<file path="src/rtl/key_adjust_ctrl_pkg.sv">
// Shared types and constants for the DE2 clock key adjust controller.
package key_adjust_pkg;

  typedef enum logic {
    RUN = 1'b0,
    SET = 1'b1
  } state_t;

  localparam int unsigned K_MODE = 0;
  localparam int unsigned K_NEXT = 1;
  localparam int unsigned K_ADD  = 2;
  localparam int unsigned K_CLR  = 3;

  localparam logic [3:0] SEL_FIRST = 4'd2;
  localparam logic [3:0] SEL_LAST  = 4'd15;

  // Millisecond digits 0 and 1 are skipped on wrap.
  function automatic logic [3:0] sel_step(input logic [3:0] sel);
    return (sel == SEL_LAST) ? SEL_FIRST : sel + 4'd1;
  endfunction

  function automatic int unsigned cnt_width(input int unsigned n);
    return (n > 1) ? $clog2(n) : 1;
  endfunction

endpackage

</file>
<file path="src/rtl/key_adjust_ctrl_debounce.sv">
// One raw active-low key: 2-FF synchronizer, debouncer and registered press strobe.
module key_debounce
  import key_adjust_pkg::*;
#(
  parameter int unsigned DEB_CYCLES = 1_000_000
) (
  input  logic clk,
  input  logic rst_n,
  input  logic key_n,
  output logic key_down,
  output logic key_press
);

  localparam int unsigned   CW     = cnt_width(DEB_CYCLES);
  localparam logic [CW-1:0] CNT_TC = CW'(DEB_CYCLES - 1);

  logic          sync1;
  logic          sync2;
  logic          level_n;
  logic [CW-1:0] cnt;

  always_ff @(posedge clk or negedge rst_n) begin
    if (!rst_n) begin
      sync1     <= 1'b1;
      sync2     <= 1'b1;
      level_n   <= 1'b1;
      cnt       <= '0;
      key_press <= 1'b0;
    end else begin
      sync1     <= key_n;
      sync2     <= sync1;
      key_press <= 1'b0;
      // Any sample matching the accepted level restarts the stability count.
      if (sync2 == level_n) begin
        cnt <= '0;
      end else if (cnt == CNT_TC) begin
        cnt       <= '0;
        level_n   <= sync2;
        key_press <= ~sync2;
      end else begin
        cnt <= cnt + 1'b1;
      end
    end
  end

  assign key_down = ~level_n;

endmodule

</file>
<file path="src/rtl/key_adjust_ctrl.sv">
// Turns the four DE2 keys into adjust/select/add/clr controls for the time-flow
// block, with glitch-free fixed-width add/clr pulses and a blink flag.
module key_adjust_ctrl
  import key_adjust_pkg::*;
#(
  parameter int unsigned DEB_CYCLES    = 1_000_000,
  parameter int unsigned PULSE_CYCLES  = 50_000,
  parameter int unsigned HOLD_CYCLES   = 25_000_000,
  parameter int unsigned REPEAT_CYCLES = 5_000_000,
  parameter int unsigned BLINK_CYCLES  = 12_500_000
) (
  input  logic       CLOCK_50,
  input  logic       rst_n,
  input  logic [3:0] KEY,
  output logic       adjust,
  output logic [3:0] select,
  output logic       add,
  output logic       clr,
  output logic       blink
);

  localparam int unsigned   PW       = cnt_width(PULSE_CYCLES);
  localparam int unsigned   HW       = cnt_width(HOLD_CYCLES);
  localparam int unsigned   RW       = cnt_width(REPEAT_CYCLES);
  localparam int unsigned   BW       = cnt_width(BLINK_CYCLES);
  localparam logic [PW-1:0] PULSE_TC = PW'(PULSE_CYCLES - 1);
  localparam logic [HW-1:0] HOLD_TC  = HW'(HOLD_CYCLES - 1);
  localparam logic [RW-1:0] REP_TC   = RW'(REPEAT_CYCLES - 1);
  localparam logic [BW-1:0] BLINK_TC = BW'(BLINK_CYCLES - 1);

  localparam logic [1:0] P_IDLE  = 2'd0;
  localparam logic [1:0] P_HIGH  = 2'd1;
  localparam logic [1:0] P_GUARD = 2'd2;

  logic [3:0]    key_down;
  logic [3:0]    key_press;
  logic          key_down_unused;
  state_t        state;
  logic          mode_pend;
  logic          next_pend;
  logic          rep_on;
  logic [1:0]    pphase;
  logic [PW-1:0] pcnt;
  logic [HW-1:0] hcnt;
  logic [RW-1:0] rcnt;
  logic [BW-1:0] bcnt;

  logic busy;
  logic toggle;
  logic mode_go;
  logic in_set;
  logic hold_run;
  logic rep_req;
  logic next_req;
  logic start_add;
  logic start_clr;

  for (genvar i = 0; i < 4; i++) begin : g_key
    key_debounce #(.DEB_CYCLES(DEB_CYCLES)) u_deb (
      .clk       (CLOCK_50),
      .rst_n     (rst_n),
      .key_n     (KEY[i]),
      .key_down  (key_down[i]),
      .key_press (key_press[i])
    );
  end

  // Only the add level drives the hold counter.
  assign key_down_unused = ^{key_down[K_MODE], key_down[K_NEXT], key_down[K_CLR]};

  always_comb begin
    busy      = (pphase != P_IDLE);
    toggle    = mode_pend ^ key_press[K_MODE];
    mode_go   = toggle && !busy;
    in_set    = (state == SET) && !mode_go;
    hold_run  = key_down[K_ADD] && (state == SET);
    rep_req   = hold_run && (rep_on ? (rcnt == REP_TC) : (hcnt == HOLD_TC));
    next_req  = next_pend || key_press[K_NEXT];
    start_clr = in_set && !busy && key_press[K_CLR];
    start_add = in_set && !busy && !key_press[K_CLR] && (key_press[K_ADD] || rep_req);
  end

  // Mode and select changes wait for an idle pulse unit; a select change is
  // also deferred past a pulse starting this cycle so select is stable around add/clr.
  always_ff @(posedge CLOCK_50 or negedge rst_n) begin
    if (!rst_n) begin
      state     <= RUN;
      mode_pend <= 1'b0;
      next_pend <= 1'b0;
      select    <= SEL_FIRST;
    end else begin
      mode_pend <= busy ? toggle : 1'b0;
      if (mode_go) begin
        state     <= (state == RUN) ? SET : RUN;
        next_pend <= 1'b0;
        if (state == RUN) begin
          select <= SEL_FIRST;
        end
      end else if (state == SET) begin
        if (busy || start_add || start_clr) begin
          next_pend <= next_req;
        end else begin
          next_pend <= 1'b0;
          if (next_req) begin
            select <= sel_step(select);
          end
        end
      end else begin
        next_pend <= 1'b0;
      end
    end
  end

  always_ff @(posedge CLOCK_50 or negedge rst_n) begin
    if (!rst_n) begin
      blink <= 1'b0;
      bcnt  <= '0;
    end else if (mode_go) begin
      blink <= (state == RUN);
      bcnt  <= '0;
    end else if (state == SET) begin
      if (bcnt == BLINK_TC) begin
        blink <= ~blink;
        bcnt  <= '0;
      end else begin
        bcnt <= bcnt + 1'b1;
      end
    end
  end

  always_ff @(posedge CLOCK_50 or negedge rst_n) begin
    if (!rst_n) begin
      hcnt   <= '0;
      rcnt   <= '0;
      rep_on <= 1'b0;
    end else if (!hold_run || mode_go) begin
      hcnt   <= '0;
      rcnt   <= '0;
      rep_on <= 1'b0;
    end else if (!rep_on) begin
      if (hcnt == HOLD_TC) begin
        rep_on <= 1'b1;
        rcnt   <= '0;
      end else begin
        hcnt <= hcnt + 1'b1;
      end
    end else if (rcnt == REP_TC) begin
      rcnt <= '0;
    end else begin
      rcnt <= rcnt + 1'b1;
    end
  end

  always_ff @(posedge CLOCK_50 or negedge rst_n) begin
    if (!rst_n) begin
      pphase <= P_IDLE;
      pcnt   <= '0;
      add    <= 1'b0;
      clr    <= 1'b0;
    end else begin
      case (pphase)
        P_IDLE: begin
          if (start_add || start_clr) begin
            pphase <= P_HIGH;
            pcnt   <= '0;
            add    <= start_add;
            clr    <= start_clr;
          end
        end
        P_HIGH: begin
          if (pcnt == PULSE_TC) begin
            pphase <= P_GUARD;
            pcnt   <= '0;
            add    <= 1'b0;
            clr    <= 1'b0;
          end else begin
            pcnt <= pcnt + 1'b1;
          end
        end
        P_GUARD: begin
          if (pcnt == PULSE_TC) begin
            pphase <= P_IDLE;
            pcnt   <= '0;
          end else begin
            pcnt <= pcnt + 1'b1;
          end
        end
        default: begin
          pphase <= P_IDLE;
          pcnt   <= '0;
          add    <= 1'b0;
          clr    <= 1'b0;
        end
      endcase
    end
  end

  assign adjust = (state == RUN);

endmodule

</file>
<file path="config.mk">
export PLATFORM = sky130hd
export DESIGN_NAME = key_adjust_ctrl
export DESIGN_NICKNAME = d
export VERILOG_FILES = /design/src/rtl/key_adjust_ctrl_pkg.sv /design/src/rtl/key_adjust_ctrl_debounce.sv /design/src/rtl/key_adjust_ctrl.sv
export SDC_FILE = /design/constraint.sdc
export NUM_CORES = 1
export LEC_CHECK = 0
export CAP_MARGIN = 15
export CELL_PAD_IN_SITES_DETAIL_PLACEMENT = 0
export CELL_PAD_IN_SITES_GLOBAL_PLACEMENT = 2
export CORE_MARGIN = 4
export CORE_UTILIZATION = 41
export DETAILED_ROUTE_END_ITERATION = 16
export PLACE_DENSITY = 0.83
export SKIP_CTS_REPAIR_TIMING = 1
export SLEW_MARGIN = 20
export SYNTH_ARGS = -nofsm -noshare
export SYNTH_HDL_FRONTEND = slang
export SYNTH_SLANG_ARGS = --single-unit
</file>
<file path="constraint.sdc">
create_clock -name CLOCK_50 -period 3.5 [get_ports CLOCK_50]
set_input_delay 0.7 -clock CLOCK_50 [delete_from_list [all_inputs] [get_ports CLOCK_50]]
set_output_delay 0.7 -clock CLOCK_50 [all_outputs]
set_load 0.01 [all_outputs]
</file>
# Word level (Yosys, flattened, before mapping)
# Cells that the tools add are included.
# classes
addsub	9
muxes	56
n_eq_ne	22
n_reduce_logical	34
bitwise	13
# ops
operator	count
20-bit 2-to-1 mux	8
23-bit 2-to-1 mux	4
20-bit by 1-bit adder with 20-bit output (second input constant)	4
20-bit == test (second input constant)	4
25-bit 2-to-1 mux	3
24-bit 2-to-1 mux	3
16-bit 2-to-1 mux	2
16-bit one-hot mux with 2 select lines	1
25-bit by 1-bit adder with 25-bit output (second input constant)	1
25-bit == test (second input constant)	1
24-bit by 1-bit adder with 24-bit output (second input constant)	1
24-bit == test (second input constant)	1
4-bit 2-to-1 mux	6
23-bit by 1-bit adder with 23-bit output (second input constant)	1
23-bit == test (second input constant)	1
1-bit 2-to-1 mux	23
16-bit by 1-bit adder with 16-bit output (second input constant)	1
16-bit == test (second input constant)	1
1-bit NOT	12
2-bit AND reduction	6
2-bit inequality test (second input constant)	5
1-bit logical AND	8
2-bit nonzero test	4
1-bit logical OR	6
other kinds (16)	27
# word_totals
output_inout_bits	8
in_bits	6
register_bits	197
wordCells	167

# Depth between registers and ports, before layout
# depth
ltp_word	13
depth_mapped	13
mapped_depth_nobuf	11

# Modules after synthesis
# A second synthesis with hierarchy kept.
# hier_totals
hier_cells	1037
area_unflattened_um2	10264.8
# by_module_without_submodules
mod	cells_per_inst	seq_area_each_um2	area_each_um2	instances
key_adjust_ctrl	605	2528.7	5505.3	1
key_debounce	108	604.3	1189.9	4

# Worst setup path before layout
# No wires, ideal clock.
# synth_timing
path_type	register -> register
startpoint	register pphase[0]
endpoint	register bcnt[21]
setup_time_ns	0.121
required_ns	3.379
synth_period_minus_slack_ns	3.042
path_stages_with_launch	14
path_slack_ns	0.458
arrival_time_ns	2.921
cell_sequence	dfrtp_1 -> inv_1 -> ha_1 -> and2_1 -> clkbuf_1 -> clkinv_1 -> ha_1 -> clkbuf_1 -> nand4b_1 -> or3_1 -> nor3_1 -> nand3_1 -> xor2_1 -> nor2_1
# synth_via
elab_chain_cells	4
word_cells_on_any_way	5
classes_between	1 x mux; 4 x reduce/logical
# synth_rtl
item	line_no	source
start, declared	key_adjust_ctrl.sv:42	logic [1:0] pphase;
start signal, assigned	key_adjust_ctrl.sv:156	pphase <= P_IDLE;
start signal, assigned	key_adjust_ctrl.sv:164	pphase <= P_HIGH;
start signal, assigned	key_adjust_ctrl.sv:172	pphase <= P_GUARD;
2-bit nonzero test *	key_adjust_ctrl.sv:72	busy = (pphase != P_IDLE);
1-bit zero test *	key_adjust_ctrl.sv:74	mode_go = toggle && !busy;
1-bit logical AND *	key_adjust_ctrl.sv:74	
24-bit 2-to-1 mux or 2-bit nonzero test (tied branches)	n/a	
end signal, assigned	key_adjust_ctrl.sv:126	bcnt <= bcnt + 1'b1;
end, declared	key_adjust_ctrl.sv:46	logic [BW-1:0] bcnt;
# Every way passes the cells marked *; elsewhere a longest branch is shown, timed or not.
# A chain may end at the register's enable or synchronous reset.

# Worst setup path in the final report
# Ends and elaborated chain as after synthesis.

==> out/metrics.yaml <==
outcome:
  status: "completed"
clocking:
  htreeDepth: 4
  cts.clk_slew.worst_paths_ps: 70
  clock_latency_ps: 440
  clockBufferDepth: 2
  cts_buffers: 17
  root_buffer: "clkbuf_16"
  cts_tree: "built"
  cts_sinks: 197
setup_path:
  worstSetupPathType: "reg2reg"
  cp-start-kind: "flip-flop"
  cp_max_fo: 10
  setup.worst_path.start: "pphase[0]"
  cp.required_ps: 3830
  worst_ep_arrival_time_ps: 3380
  crit_path_end_kind: "flip-flop"
  r2r_start: "pphase[0]"
synth:
  yosys_warnings: 0
  ys_types: 70
  syn_avg_cell_area_sq_um: 9.77
  ys_top_cells_by_area: "dfrtp_1 (47%), xor2_1 (7.0%), nor2_1 (6.5%)"
  syn_inst: 1006
  async_flop_share: 1.00
  synth_top_cell_area_share: 0.469
  netlist_area_sq_um: 9830
  synth_edf_count: 0
  yosysSeqAreaShare: 0.503
  ys_ff_latch: 197
  synth_top_cell_by_area: "dfrtp_1"
  synth_nets: 1027
  dominantRegCellSynth: "dfrtp_1"
pwr:
  p_per_area_nw_per_um2: 400
  p_leak_nw: 4.58
  vdd_drop_max_mv: 0.321
global_routing:
  grt-ovfl-total: 0
  grt_pass1_vias: 7054
  grt_pass1_wl_um: 35200
  antenna_found_initial: 0
  track_usage: 0.159
  grt_start_max_net_pins: 70
detailed_routing:
  vias: 7054
  viasPerCell: 5.20
  ant_nets: 0
  drc_errors: 0
  routed_wl_um: 19800
  routedWlPerCell_um: 14.6
  first_pass_iters: 4
  drtIter0Drc: 367
floorplanning:
  ios: 14
  design.die.area_sq_um: 26500
  initial_core_util: 0.417
  core_area_sq_um: 23500
  rows: 56
  die_w_um: 163
  chipHeight_um: 163
finish:
  layout_common_cells: "dfrtp_1 (184), nor2_1 (171), xor2_1 (78), nand2_1 (72), nand3_1 (69)"
  nets: 1045
  drive_gt1_frac: 0.0906
  postLayoutCoreUtil: 0.464
  layout.cells.most_common: "dfrtp_1"
  n_antenna_cell: 0
  syn_to_final_growth_pct: 11.2
timing:
  fin_crit_ps: 3050
  tightest_slew_ps: 951
  hold_viol_final: 0
  final.setup.tns_ps: 0
  timing.hold.ws_ps: 273
  timing.final.max_slew_violations: 0
  fin_ws_ps: 451
  layout_worst_path_cycle_share: 0.871
  finalSetupViolCount: 0
  rsz0062_at_grt: "no"
  max_freq_mhz: 328
  skew_ps: 11.3
  worst_slew_margin_rel: 0.365
placed_design:
  pre_cts_slack_ps: 309
  gp_congestion: 0.762
  io_buffers: 13
  place_hpwl_um: 13200
hold_path:
  min-delay-path-class: "in2async"
run:
  drv_cap: 0
-- synthesized netlist by cell type, types with 2 or more instances --
cell type	count
a21oi_1	14
a2bb2oi_1	3
a31o_2	3
a31oi_1	8
and2_1	11
and3_1	27
and3_2	3
and4_1	15
and4bb_2	2
buf_6	2
clkbuf_1	20
dfrtp_1	184
dfstp_2	13
ha_1	15
inv_1	15
mux2_2	7
mux2i_1	2
nand2_1	72
nand2b_1	6
nand3_1	69
nand3b_1	3
nand4_1	37
nand4b_1	5
nor2_1	171
nor2b_1	4
nor3_1	23
nor3b_1	6
nor4_1	9
nor4b_1	7
o211ai_1	3
o21ai_0	60
o2bb2ai_1	4
o31ai_1	11
o41ai_1	3
or2_2	4
or3_1	5
or3b_2	2
or4_1	4
or4b_2	3
xnor2_1	44
xor2_1	78
-- registers in the layout, summed over array words and instances, names as in the netlist, 2 cells and up --
name,flops
pcnt,16
pphase,2
hcnt,25
g_key.u_deb.cnt,80
rcnt,23
select,4
g_key.u_deb.sync1,4
g_key.u_deb.key_press,4
g_key.u_deb.level_n,4
bcnt,24
g_key.u_deb.sync2,4
-- final timing paths --
| kind | end | slack (ps) | cells after the start |
|---|---|---|---|
| worst min register to register | g_key[0].u_deb.sync2 | 360 | 0 |
| worst min-delay path | bcnt[22] | 270 | 1 |
| max in group asynchronous | g_key[1].u_deb.sync1 | 2310 | 2 |
| worst max-delay path | bcnt[21] | 450 | 11 |
| min in group CLOCK_50 | g_key[0].u_deb.sync2 | 360 | 0 |
| worst max register to register | bcnt[21] | 450 | 11 |
-- worst max-delay path, cell delays in order (launching register included) --
cell      delay [ps]
dfrtp_1          380
inv_1            120
ha_1             270
and2_1           330
clkinv_1         140
ha_1             310
nand4b_1         320
or3_1            420
nor3_1           320
nand3_1          140
xor2_1           150
nor2_1            50
-- logic make-up after synthesis --
group / after synthesis / share of synthesized area
xor+xnor: 122 / 0.109
fa+ha+maj: 15 / 0.0191
buf+inv: 42 / 0.0187
compound gates: 121 / 0.0778
simple gates: 500 / 0.262
flops: 197 / 0.503
mux: 9 / 0.0101
-- power breakdown --
group / leakage, nW / internal [mW] / total (mW) / switching [mW]
registers: 2.70 / 2.29 / 2.31 / 0.0148
logic: 1.61 / 0.0227 / 0.0919 / 0.0693
clock network: 0.278 / 1.04 / 1.97 / 0.931
total: 4.58 / 3.36 / 4.38 / 1.02
-- through the flow --
step                std cells  cell area, sq um  power, mW
floorplan                1006              9830       2.38
global placement         1322             10300       2.45
detailed placement       1322             10300       2.45
CTS                      1354             10900       4.43
global route             1356             10900       4.55
finish                   1356             10900       4.38
-- metal layers --
layer	track usage	up-vias	wire (um)
li1	-	3564	-
met1	0.225	3429	10100
met2	0.257	53	9170
met3	0.0306	8	398
met4	0.0347	0	148
met5	0	-	0
-- layout make-up --
type | instances | area [sq um]
timing repair buffer | 25 | 236
multi-input combinational | 767 | 4700
clock buffer | 19 | 453
clock inverter | 13 | 140
sequential | 197 | 4950
tap | 319 | 399
inverter | 16 | 60.1
fill | 2303 | 12600
Note: power is estimated with default switching activity, not from simulation.
